<file path="config.mk">
export PLATFORM = sky130hd
export DESIGN_NAME = alu_accumulator_unit
export DESIGN_NICKNAME = d
export VERILOG_FILES = /design/src/rtl/alu_accumulator_unit.sv
export SDC_FILE = /design/constraint.sdc
export NUM_CORES = 1
export LEC_CHECK = 0
export BUFFER_PORTS_ARGS = -buffer_cell sky130_fd_sc_hd__buf_2
export CORE_ASPECT_RATIO = 1.2
export CORE_UTILIZATION = 35
export DETAILED_ROUTE_END_ITERATION = 10
export SYNTH_ARGS = -nofsm -noshare
export SYNTH_HDL_FRONTEND = slang
export SYNTH_SLANG_ARGS = --single-unit
</file>
<file path="constraint.sdc">
create_clock -name clk_i -period 6.44 [get_ports clk_i]
set_input_delay 0.966 -clock clk_i [delete_from_list [all_inputs] [get_ports clk_i]]
set_output_delay 0.966 -clock clk_i [all_outputs]
set_load 0.01 [all_outputs]
</file>
<file path="src/rtl/alu_accumulator_unit.sv">
// Accumulator/ALU datapath: A and B loaded from the bus, 8 opcodes, registered C/Z/N flags.
// Optional multi-cycle shift-add multiplier on opcode 7, enabled by defining ALU_ACC_MUL_EN.
module alu_accumulator_unit #(
    parameter int WIDTH = 8
) (
    input  logic             clk_i,
    input  logic             rst_i,
    input  logic [WIDTH-1:0] bus_in_i,
    input  logic             load_a_i,
    input  logic             load_b_i,
    input  logic [2:0]       op_i,
    input  logic             exec_i,
    input  logic             out_en_i,
    output logic [WIDTH-1:0] bus_out_o,
    output logic             bus_oe_o,
    output logic [WIDTH-1:0] acc_o,
    output logic             cf_o,
    output logic             zf_o,
    output logic             nf_o,
    output logic             busy_o,
    output logic             done_o
);

    localparam logic [2:0] OP_ADD = 3'd0;
    localparam logic [2:0] OP_SUB = 3'd1;
    localparam logic [2:0] OP_AND = 3'd2;
    localparam logic [2:0] OP_OR  = 3'd3;
    localparam logic [2:0] OP_XOR = 3'd4;
    localparam logic [2:0] OP_SHL = 3'd5;
    localparam logic [2:0] OP_SHR = 3'd6;

    logic [WIDTH-1:0] a_q, a_d, b_q, b_d;
    logic             cf_q, cf_d, zf_q, zf_d, nf_q, nf_d;
    logic             done_q, done_d;
    logic [WIDTH-1:0] res;
    logic             res_c;
    logic             upd;
    logic             is_mul;
    logic             busy;

`ifdef ALU_ACC_MUL_EN
    localparam logic [2:0] OP_MUL = 3'd7;
    localparam int CW = $clog2(WIDTH + 1);

    typedef enum logic {S_IDLE, S_MUL} state_t;
    state_t             state_q, state_d;
    logic [CW-1:0]      cnt_q, cnt_d;
    logic [WIDTH-1:0]   mcand_q, mcand_d;
    logic [2*WIDTH-1:0] prod_q, prod_d;
    logic [WIDTH:0]     step_sum;

    assign busy   = (state_q == S_MUL);
    assign is_mul = (op_i == OP_MUL);
`else
    assign busy   = 1'b0;
    assign is_mul = 1'b0;
`endif

    always_comb begin
        a_d    = a_q;
        b_d    = b_q;
        cf_d   = cf_q;
        zf_d   = zf_q;
        nf_d   = nf_q;
        done_d = 1'b0;
        res    = a_q;
        res_c  = 1'b0;
        upd    = 1'b0;
`ifdef ALU_ACC_MUL_EN
        state_d  = state_q;
        cnt_d    = cnt_q;
        mcand_d  = mcand_q;
        prod_d   = prod_q;
        step_sum = '0;
`endif
        if (!busy) begin
            if (exec_i) begin
                done_d = 1'b1;
                upd    = 1'b1;
                case (op_i)
                    OP_ADD: {res_c, res} = {1'b0, a_q} + {1'b0, b_q};
                    OP_SUB: {res_c, res} = {1'b0, a_q} + {1'b0, ~b_q} + (WIDTH+1)'(1);
                    OP_AND: res = a_q & b_q;
                    OP_OR:  res = a_q | b_q;
                    OP_XOR: res = a_q ^ b_q;
                    OP_SHL: {res_c, res} = {a_q, 1'b0};
                    OP_SHR: {res, res_c} = {1'b0, a_q};
                    default: begin
                        upd = 1'b0;
`ifdef ALU_ACC_MUL_EN
                        // Operands are snapshotted so A/B stay stable until write-back.
                        done_d  = 1'b0;
                        state_d = S_MUL;
                        cnt_d   = CW'(WIDTH);
                        mcand_d = a_q;
                        prod_d  = {{WIDTH{1'b0}}, b_q};
`endif
                    end
                endcase
                if (upd) begin
                    a_d  = res;
                    cf_d = res_c;
                    zf_d = (res == '0);
                    nf_d = res[WIDTH-1];
                end
                // Op already consumed the old B; a MUL start needs B intact.
                if (load_b_i && !is_mul)
                    b_d = bus_in_i;
            end else begin
                if (load_a_i)
                    a_d = bus_in_i;
                if (load_b_i)
                    b_d = bus_in_i;
            end
        end
`ifdef ALU_ACC_MUL_EN
        else begin
            step_sum = {1'b0, prod_q[2*WIDTH-1:WIDTH]}
                     + (prod_q[0] ? {1'b0, mcand_q} : {(WIDTH+1){1'b0}});
            prod_d   = {step_sum, prod_q[WIDTH-1:1]};
            cnt_d    = cnt_q - CW'(1);
            if (cnt_q == CW'(1)) begin
                state_d = S_IDLE;
                a_d     = prod_d[WIDTH-1:0];
                b_d     = prod_d[2*WIDTH-1:WIDTH];
                cf_d    = |prod_d[2*WIDTH-1:WIDTH];
                zf_d    = (prod_d[WIDTH-1:0] == '0);
                nf_d    = prod_d[WIDTH-1];
                done_d  = 1'b1;
            end
        end
`endif
    end

    always_ff @(posedge clk_i or posedge rst_i) begin
        if (rst_i) begin
            a_q    <= '0;
            b_q    <= '0;
            cf_q   <= 1'b0;
            zf_q   <= 1'b0;
            nf_q   <= 1'b0;
            done_q <= 1'b0;
        end else begin
            a_q    <= a_d;
            b_q    <= b_d;
            cf_q   <= cf_d;
            zf_q   <= zf_d;
            nf_q   <= nf_d;
            done_q <= done_d;
        end
    end

`ifdef ALU_ACC_MUL_EN
    always_ff @(posedge clk_i or posedge rst_i) begin
        if (rst_i) begin
            state_q <= S_IDLE;
            cnt_q   <= '0;
            mcand_q <= '0;
            prod_q  <= '0;
        end else begin
            state_q <= state_d;
            cnt_q   <= cnt_d;
            mcand_q <= mcand_d;
            prod_q  <= prod_d;
        end
    end
`endif

    assign bus_out_o = a_q;
    assign bus_oe_o  = out_en_i & ~busy;
    assign acc_o     = a_q;
    assign cf_o      = cf_q;
    assign zf_o      = zf_q;
    assign nf_o      = nf_q;
    assign busy_o    = busy;
    assign done_o    = done_q;

endmodule

</file>
# Word level (Yosys, flattened, before mapping)
# Cells that the tools add are included.
[word_totals]
elab_cells = 35
inputBits = 17
ff_bits = 20
out_inout_bits = 22
[classes]
add_sub_neg = 3
mux = 9
n_reduce_logical = 6
eq_ne = 7
bitwise = 4
[ops]
columns = ["operator", "count"]
rows = [
  ["8-bit case mux with 7 select lines", 1],
  ["8-bit 2-to-1 mux", 4],
  ["8-bit by 8-bit adder with 9-bit output", 2],
  ["9-bit by 1-bit adder with 9-bit output, second input constant", 1],
  ["3-bit == test, second input constant", 3],
  ["8-bit bitwise AND", 1],
  ["8-bit zero test", 1],
  ["8-bit NOT", 1],
  ["8-bit OR", 1],
  ["8-bit bitwise XOR", 1],
  ["7-bit OR reduction", 1],
  ["3-bit by 2-bit == test with 1-bit output, second input constant", 2],
  ["1-bit case mux with 4 select lines", 1],
  ["2-bit AND reduction", 2],
  ["3-bit by 1-bit == test with 1-bit output, second input constant", 1],
  ["3-bit zero test", 1],
  ["1-bit 2-to-1 mux", 3],
  ["2-bit by 1-bit != test with 1-bit output, second input constant", 1],
  ["2-bit nonzero test", 1],
]

# Longest topological paths before layout
[logic_depth]
depth_word = 7
ltp_mapped = 11
mapped_depth_nobuf = 11

# Worst setup path after synthesis
# Ideal clock, no wire load.
[synth_path]
path_kind = "input to register"
start = "input op_i[0]"
end = "register zf_q (netlist: zf_o)"
required_ns = 6.345
cell_stages = 7
path_buffers = 0
setup_slack_ns = 3.872
t_arrival_ns = 2.472
path_cell_list = "mux2_4 > a21oi_2 > nor2_1 > a2111oi_4 > nand2_1 > or4_1 > o31ai_1"
[synth_via]
elab_chain_cells = 5
[synth_rtl]
columns = ["item", "line", "text"]
rows = [
  ["start: declaration", "11", "input logic [2:0] op_i,"],
  ["branches (longest 5 deep; another with 8-bit case mux with 7 select lines)", "--", ""],
  ["end signal: assignment", "147", "zf_q <= zf_d;"],
  ["end: declaration", "33", "logic cf_q, cf_d, zf_q, zf_d, nf_q, nf_d;"],
]
# Several ways; the timed one is not identified. The select of a mux whose other input is x is not followed.
# A chain may end at the register's enable or synchronous reset.

# Worst setup path after layout
# Ends and elaborated chain as after synthesis.

==> metrics.yaml <==
timing:
  fmax_mhz: 325
  hold_violations: 0
  hold_slack_ns: 0.493
  finClkSkew_ns: 0.00262
  finalCritPeriodShare: 0.478
  tns_ns: 0
  setup_violations: 0
  finalCriticalPeriod_ns: 3.08
  drv_slew: 0
  rsz0062_at_grt: "false"
  tightest_slew_ns: 0.754
  relSlewSlack: 0.497
floorplan:
  die_h_um: 90.5
  die_area_um2: 6850
  core_um2: 6170
  num_io_pins: 39
  rows: 31
  die_w_um: 75.7
  initial_core_util: 0.370
job:
  cap_violations: 0
setup_path:
  r2r_end: "zf_o$_DFFE_PP0P_"
  r2r_cells: 9
  start_kind: "input port"
  cp_max_fo: 32
  cp-end-kind: "flip-flop"
  r2r_setup_slack_ns: 3.47
  worstPathArrival_ns: 3.25
  critPathKind: "input port to flip-flop"
  r2r-start: "acc_o[2]$_DFFE_PP0P_"
  cp-startpoint: "op_i[0]"
  critPathCapture: "zf_o$_DFFE_PP0P_"
  cp.required_ns: 6.61
layout:
  post_route_cells_drive_above_1_share: 0.160
  fin_area_um2: 2400
  area_delta_synth_final_pct: 5.32
  nets: 346
  antenna_cells: 0
synth:
  synth_fp_nets: 330
  async_flop_share: 1.00
  yosysMostFrequentCell: "inv_1"
  syn_inst: 286
  yosys-top-cells-count: "inv_1, nor2_1, ha_1, nand2_1"
  synth-edff-count: 0
  synth_ff_type: "dfrtp_1"
  ys_warn_count: 0
  synth_area_um2: 2280
  synth_area_leader_cell: "dfrtp_1"
  ys_types: 53
  synthDominantCellAreaShare: 0.219
  netlist_top_cells_area: "dfrtp_1, ha_1, inv_1"
  synth_seq_area_share: 0.219
  avgSynthCellArea_um2: 7.98
  synth_seq_cells: 20
status:
  outcome: "completed"
clock_network:
  cts_htree_levels: 1
  postCtsResizedCells: 0
  cts_tree: "done"
  cts.sinks: 20
  cts-hold-fix-buffers: 0
  clk_pin_slew_worst_paths_ns: 0.07
  cts_buffer_depth: 2
  cts_made_buffers: 3
  cts-root-buf: "clkbuf_8"
  cts_setup_buffers: 0
  insertion_delay_ns: 0.25
grt:
  grt_pass1_wl_mm: 10.3
  grt_pass1_vias: 2066
  grt.total_usage: 0.192
  grt_max_degree: 33
  antenna_found_initial: 0
  grt_overflow_total: 0
routing:
  dr.first_iter.drc_count: 89
  final_antenna_net_count: 0
  vias: 2179
  drt_first_pass_iters: 4
  drt_wl_total_mm: 6.12
  wire_per_inst_um: 16.0
  drcViolationCount: 0
  avgViaCountPerCell: 5.70
hold_path:
  hp-start: "zf_o$_DFFE_PP0P_"
  hold_path_class: "flip-flop to flip-flop"
power:
  leakagePower_nw: 1.12
  irDropWorstVdd_uv: 148
  power-per-cell-area_nw_per_um2: 238
placement:
  portBuffers: 35
  place_congestion: 0.900
  dp_hpwl_mm: 4.72
  place_area_um2: 2360
## state kept, by name, summed over array words and instances, names as in the netlist
signal and cells:
acc_o 8, b_q 8, cf_o 1, done_o 1, nf_o 1, zf_o 1
## worst min-delay path by stage
stage	endpoint	depth (start not counted)
2_1_floorplan	zf_o$_DFFE_PP0P_	2
3_3_place_gp	zf_o$_DFFE_PP0P_	2
3_5_place_dp	zf_o$_DFFE_PP0P_	2
4_1_cts	zf_o$_DFFE_PP0P_	2
5_1_grt	nf_o$_DFFE_PP0P_	1
6_report	zf_o$_DFFE_PP0P_	2
## through the flow
stage	power [W]	setup slack (ns)	instances	utilization
finish	0.000572	3.36	382	0.390
global route	0.000623	3.14	382	0.390
CTS	0.000574	3.38	382	0.390
detailed placement	0.000491	3.13	379	0.383
global placement	0.000493	3.14	379	0.383
floorplan	0.000415	3.87	286	-
## power by group
| group | internal (W) | switching (W) | leakage [nW] |
|---|---|---|---|
| combinational | 0.000128 | 0.000184 | 0.857 |
| sequential | 0.000144 | 0.0000351 | 0.239 |
| clock | 0.0000416 | 0.0000384 | 0.0216 |
| total | 0.000314 | 0.000258 | 1.12 |
## metal layers
layer	share of wire	routed length, um	vias up	GRT usage
li1	-	-	1042	-
met1	0.45	2790	1037	0.277
met2	0.48	2970	78	0.301
met3	0.037	226	22	0.00781
met4	0.023	142	0	0.0679
met5	0	0	-	0
## placed cells by master (no fill, tap or decap), types with 2 or more instances in the layout
| master | count |
|---|---|
| buf_2 | 35 |
| a21o_1 | 2 |
| nand2_1 | 25 |
| clkbuf_8 | 3 |
| inv_1 | 28 |
| fa_1 | 2 |
| ha_1 | 25 |
| nand3_1 | 6 |
| dfrtp_1 | 20 |
| a21oi_1 | 18 |
| mux2_2 | 3 |
| a31oi_1 | 7 |
| o41ai_1 | 2 |
| a221oi_1 | 3 |
| o21ai_1 | 3 |
| or4_1 | 2 |
| o31ai_1 | 4 |
| a311oi_1 | 2 |
| o32ai_1 | 2 |
| nor3_1 | 8 |
| or3_1 | 5 |
| o22ai_1 | 10 |
| nor2b_1 | 7 |
| nor2_1 | 26 |
| nand2b_1 | 2 |
| o21ai_0 | 20 |
| o221ai_1 | 5 |
| mux2_4 | 3 |
## logic make-up after synthesis
group | Yosys count | synth area share
adders and majority gates | 27 | 0.155
and+or+nand+nor | 86 | 0.176
muxes | 7 | 0.0389
other | 1 | 0.00164
DFF | 20 | 0.219
buffers and inverters | 52 | 0.133
xor gates and xnor gates | 1 | 0.00384
AOI/OAI and AO/OA | 92 | 0.273
## final cells by class
| type | instances | area (um2) |
|---|---|---|
| repair buffers | 35 | 175 |
| flip-flops and latches | 20 | 500 |
| multi-input cells | 214 | 1480 |
| inverters | 28 | 105 |
| clock buffers | 3 | 41.3 |
| well taps | 82 | 103 |
| fillers | 657 | 3760 |
## worst max-delay path: stages
cell       delay [ns]
buf_2            0.47
inv_1            0.35
nand3_1          0.15
a21oi_1          0.10
a2111oi_4        0.36
nand2_1          0.09
or4_1            0.52
o31ai_1          0.23
(Power assumes the default switching activity.)
